### config.mk
export PLATFORM = sky130hd
export DESIGN_NAME = xalu_ise_arb
export DESIGN_NICKNAME = d
export VERILOG_FILES = /design/src/rtl/xalu_ise_arb.sv
export SDC_FILE = /design/constraint.sdc
export NUM_CORES = 1
export LEC_CHECK = 0
export ABC_AREA = 1
export CAP_MARGIN = 20
export CORE_AREA = 3 3 142 144
export DETAILED_ROUTE_END_ITERATION = 10
export DIE_AREA = 0 0 145 147
export DONT_BUFFER_PORTS = 1
export GPL_ROUTABILITY_DRIVEN = 1
export PLACE_DENSITY = 0.49
export SLEW_MARGIN = 20
export SYNTH_ARGS = -nofsm -noshare
export SYNTH_HDL_FRONTEND = slang
export SYNTH_SLANG_ARGS = --single-unit
### constraint.sdc
create_clock -name ise_clk -period 2.13 [get_ports ise_clk]
set_input_delay 0.426 -clock ise_clk [delete_from_list [all_inputs] [get_ports ise_clk]]
set_output_delay 0.426 -clock ise_clk [all_outputs]
set_load 0.03 [all_outputs]
### src/rtl/xalu_ise_arb.sv
// Purpose : two-requester arbiter in front of one shared combinational ISE datapath, with registered per-requester response slots and completion counters.
// Latency : a request is granted in the cycle it is eligible; its response is valid in the following cycle.
// Backpress: a requester is granted only if its response slot is empty or drains in that cycle; a stalled slot holds its value.
// Build option: define XALU_ISE_ARB_RR_EN to get round-robin arbitration; by default requester 0 has fixed priority.
module xalu_ise_arb #(
   parameter int CNT_W = 16
) (
   input  logic             ise_clk,
   input  logic             ise_rst,
   // request channel 0
   input  logic             req0_val,
   output logic             req0_rdy,
   input  logic [5:0]       req0_fn,
   input  logic [6:0]       req0_imm,
   input  logic [31:0]      req0_in1,
   input  logic [31:0]      req0_in2,
   // request channel 1
   input  logic             req1_val,
   output logic             req1_rdy,
   input  logic [5:0]       req1_fn,
   input  logic [6:0]       req1_imm,
   input  logic [31:0]      req1_in1,
   input  logic [31:0]      req1_in2,
   // response channel 0
   output logic             rsp0_val,
   input  logic             rsp0_rdy,
   output logic [31:0]      rsp0_out,
   output logic             rsp0_err,
   // response channel 1
   output logic             rsp1_val,
   input  logic             rsp1_rdy,
   output logic [31:0]      rsp1_out,
   output logic             rsp1_err,
   // successful completion counters
   output logic [CNT_W-1:0] cnt0,
   output logic [CNT_W-1:0] cnt1,
   // shared datapath
   output logic             dp_val,
   output logic [5:0]       dp_fn,
   output logic [6:0]       dp_imm,
   output logic [31:0]      dp_in1,
   output logic [31:0]      dp_in2,
   input  logic             dp_oval,
   input  logic [31:0]      dp_out
);

   logic elig0;
   logic elig1;
   logic gnt0;
   logic gnt1;

`ifdef XALU_ISE_ARB_RR_EN
   // 1 = requester 1 was granted last; reset value makes requester 0 win first
   logic last_gnt;
`endif

   // Eligibility and arbitration; nothing is granted while reset is held
   always_comb begin
      elig0 = ise_rst & req0_val & (~rsp0_val | rsp0_rdy);
      elig1 = ise_rst & req1_val & (~rsp1_val | rsp1_rdy);
      gnt0  = 1'b0;
      gnt1  = 1'b0;
      if (elig0 && elig1) begin
`ifdef XALU_ISE_ARB_RR_EN
         gnt0 = last_gnt;
         gnt1 = ~last_gnt;
`else
         gnt0 = 1'b1;
`endif
      end else begin
         gnt0 = elig0;
         gnt1 = elig1;
      end
   end

   assign req0_rdy = gnt0;
   assign req1_rdy = gnt1;
   assign dp_val   = gnt0 | gnt1;

   // Datapath operand mux; operands are forced to zero when idle
   always_comb begin
      dp_fn  = '0;
      dp_imm = '0;
      dp_in1 = '0;
      dp_in2 = '0;
      if (gnt0) begin
         dp_fn  = req0_fn;
         dp_imm = req0_imm;
         dp_in1 = req0_in1;
         dp_in2 = req0_in2;
      end else if (gnt1) begin
         dp_fn  = req1_fn;
         dp_imm = req1_imm;
         dp_in1 = req1_in1;
         dp_in2 = req1_in2;
      end
   end

`ifdef XALU_ISE_ARB_RR_EN
   // Remember who won, only on cycles that actually grant
   always_ff @(posedge ise_clk or negedge ise_rst) begin
      if (!ise_rst) begin
         last_gnt <= 1'b1;
      end else if (gnt0 || gnt1) begin
         last_gnt <= gnt1;
      end
   end
`endif

   // Response slot 0: capture on grant (refill wins over drain), clear on drain
   always_ff @(posedge ise_clk or negedge ise_rst) begin
      if (!ise_rst) begin
         rsp0_val <= 1'b0;
         rsp0_out <= '0;
         rsp0_err <= 1'b0;
         cnt0     <= '0;
      end else if (gnt0) begin
         rsp0_val <= 1'b1;
         rsp0_out <= dp_oval ? dp_out : '0;
         rsp0_err <= ~dp_oval;
         if (dp_oval) begin
            cnt0 <= cnt0 + CNT_W'(1);
         end
      end else if (rsp0_rdy) begin
         rsp0_val <= 1'b0;
      end
   end

   // Response slot 1: capture on grant (refill wins over drain), clear on drain
   always_ff @(posedge ise_clk or negedge ise_rst) begin
      if (!ise_rst) begin
         rsp1_val <= 1'b0;
         rsp1_out <= '0;
         rsp1_err <= 1'b0;
         cnt1     <= '0;
      end else if (gnt1) begin
         rsp1_val <= 1'b1;
         rsp1_out <= dp_oval ? dp_out : '0;
         rsp1_err <= ~dp_oval;
         if (dp_oval) begin
            cnt1 <= cnt1 + CNT_W'(1);
         end
      end else if (rsp1_rdy) begin
         rsp1_val <= 1'b0;
      end
   end

endmodule

==> impl_metrics.csv <==
group,metric,value,unit
clocking,cts_max_level,3,
critical_path,slowest_stage,"dfrtp_2",
timing,max_clock_freq,465,MHz
timing,tns,-0.0480,ns
logic_synthesis,synthCells,590,
logic_synthesis,synth_warnings,0,
placement,dp.cells,905,
cells_and_area,fillers,1915,
floorplan,io_pins,373,
timing,setup_viol,8,
routing,drcViolationCount,0,
timing,period_share,101,%
timing,drv_slew,0,
logic_synthesis,syn-num-nets,785,
cells_and_area,area_growth,37.1,%
placement,gp_congestion,0.969,
critical_path,start_kind,"flip-flop",
global_route,grt_pass1_wl,32500,um
global_route,grt_usage,20.5,%
clocking,clk_path_buf_depth,2,
floorplan,core,18800,sq um
global_route,grt_max_degree,103,
cells_and_area,finalNonFillerCells,938,
timing,fin_hold_ws,-0.233,ns
placement,dp_hpwl,17500,um
logic_synthesis,synth.cell_area,5070,sq um
routing,avgViaCountPerCell,5.06,
routing,first_pass_iters,5,
critical_path,reg2reg_slack,0.44,ns
global_route,antenna_found_initial,4,
critical_path,cpPeakStageDelay,0.45,ns
clocking,cts_buffers,9,
routing,dr_total_vias,4749,
critical_path,critPathMaxFanout,8,
cells_and_area,drive_gt1_share,21.9,%
floorplan,dieArea,21300,sq um
floorplan,initial_core_util,26.9,%
clocking,clkSinkCount,100,
worst_hold_path,hp-class,"primary input to async pin",
critical_path,crit_type,"flip-flop to output pin",
timing,hold_viol_final,100,
floorplan,fp.dieH,147,um
timing,tightestPinTransition,0.612,ns
cells_and_area,nets,865,
cells_and_area,final_area,6950,sq um
critical_path,crit_path_end_kind,"output pin",
routing,routed_wl,23400,um
timing,worst_slack,-0.0210,ns
floorplan,die_x,145,um
routing,wl_per_cell,24.9,um
clocking,clk_transition_reported_paths,0.08,ns
outcome,violations,"negative hold slack, negative setup slack",
floorplan,num_rows,50,
logic_synthesis,ys_types,28,
global_route,grt.overflow.total,0,
pwr,finalPower,5.67,mW
pwr,irDropWorstVdd,0.468,mV
timing,period_minus_slack,2.15,ns
logic_synthesis,ys_seq_elements,100,
job,cap_violations,0,
pwr,powerDensity,816,nW/um^2
clocking,root_buffer,"clkbuf_16",
outcome,status,"finished, violations left",
logic_synthesis,synth_area_per_cell,8.59,sq um
critical_path,critPathArrivalTime,1.73,ns
timing,slew_headroom,59.2,%
critical_path,required,1.70,ns
logic_synthesis,ys_seq_area_share,49.4,%
global_route,grt_pass1_vias,4673,
pwr,power_leakage,3.20,nW
timing,rsz0062_at_grt,"true",
placement,io_buffers,0,
routing,postRouteAntennaNets,0,
routing,drt-initial-drc-count,275,
timing,clock_skew,0.0121,ns
critical_path,path_cells,"a21oi_4, buf_12, clkbuf_16, a22o_1, buf_6",
clocking,cts_tree,"done",
placement,dpl_cell_area,5930,sq um
clocking,clock_latency,0.35,ns
cell type report:
| type | instances | area, sq um | area share, % |
|---|---|---|---|
| Tap cell | 260 | 325 | 4.68 |
| Clock inverter | 6 | 48.8 | 0.702 |
| Timing Repair Buffer | 104 | 1310 | 18.9 |
| Inverter | 32 | 133 | 1.91 |
| Antenna cell | 3 | 7.51 | 0.108 |
| Sequential cell | 100 | 2500 | 36.0 |
| Multi-Input combinational cell | 423 | 2390 | 34.4 |
| Clock buffer | 10 | 229 | 3.29 |
registers in the layout, indices dropped and copies added, names as in the netlist:
signal    flops
rsp1_out     32
cnt0         16
rsp1_err      1
rsp0_out     32
rsp0_err      1
rsp0_val      1
cnt1         16
rsp1_val      1
cells in the final DEF, fill, tap and decap left out, types with 8 or more instances in the layout:
cell type  count
nor2_1        27
o21ai_0       59
nand4_1        8
o21ai_1       10
inv_1         29
nand2_1      191
a22o_1        64
buf_6         76
nand3_1       19
dfrtp_1       99
clkbuf_16     12
buf_4         13
xnor2_1        9
a22o_4        13
per-layer routing:
| layer | share of wire [%] | routed length, um | GRT usage, % | up-vias |
|---|---|---|---|---|
| li1 | - | - | - | 2160 |
| met4 | 5.0 | 1170 | 11.3 | 4 |
| met5 | 0.086 | 20 | 0 | - |
| met3 | 8.8 | 2070 | 8.11 | 55 |
| met2 | 50 | 11700 | 34.3 | 248 |
| met1 | 36 | 8460 | 22.4 | 2282 |
synthesized netlist by cell type:
master,count,share of area (%)
clkbuf_1,13,0.96
o21ai_1,10,0.99
o21ai_0,59,5.8
nor2_2,1,0.12
a21oi_4,1,0.32
nand3_2,1,0.20
nor3_1,2,0.20
nand3b_1,4,0.59
nor2_4,2,0.44
clkinv_1,1,0.074
a21oi_2,1,0.17
nand2_2,3,0.37
buf_4,1,0.15
nand2_4,2,0.44
nand2_1,192,14
dfrtp_1,100,49
xnor2_1,9,1.6
nand4_1,8,0.99
xor2_1,2,0.35
ha_1,2,0.49
or2_2,1,0.12
inv_1,29,2.1
inv_2,2,0.15
buf_6,4,0.89
nand3_1,19,1.9
buf_2,17,1.7
a22o_1,77,13
nor2_1,27,2.0
power by group:
group          internal [mW]  total, mW  leakage, nW  switching [mW]
combinational          0.548       1.23         1.75           0.680
clock                  0.806       1.56        0.131           0.754
sequential              2.14       2.88         1.32           0.747
critical path: cells and delay by family, from the launching register on:
family / cells / cell delay (ns)
flip-flops: 1 / 0.45
AO/OA/AOI/OAI: 2 / 0.42
buffers and inverters: 3 / 0.50
final timing paths:
kind / from / endpoint / cells after the start
max: rsp0_val / dp_imm[6] / 5
min: ise_rst / cnt0[3] / 0
max reg2reg: cnt1[1] / cnt1[10] / 8
min reg2reg: rsp0_val / rsp0_val / 2
max in group asynchronous: ise_rst / rsp0_out[31] / 0
min in group ise_clk: dp_out[5] / rsp1_out[5] / 2
stage by stage:
step | setup WS (ns) | util, %
after floorplan | 0.0866 | -
after global placement | 0.0301 | 31.5
after detailed placement | 0.0209 | 31.5
after CTS | -0.0484 | 35.6
after global routing | -0.0669 | 36.9
final | -0.0210 | 36.9
timing repair:
action | in CTS | in global routing
endpoints found under the setup margin | 78 | 77
pin swaps | 14 | 10
gates resized for setup | 76 | 26
endpoints found under the hold margin | 100 | 100
gates cloned | 6 | 4
buffers inserted | 2 | 2
cell families (layout without fill, tap and decap cells):
| logic type | after synthesis | count (layout) | share of synthesized area (%) |
|---|---|---|---|
| simple gates | 262 | 262 | 21.6 |
| compound gates | 148 | 148 | 20.6 |
| flops | 100 | 100 | 49.4 |
| buf+inv | 67 | 152 | 6.05 |
| xor+xnor | 11 | 11 | 1.90 |
| fa+ha+maj | 2 | 2 | 0.494 |
| other cells | 0 | 3 | 0 |
Note: power is estimated with default switching activity, not from simulation.
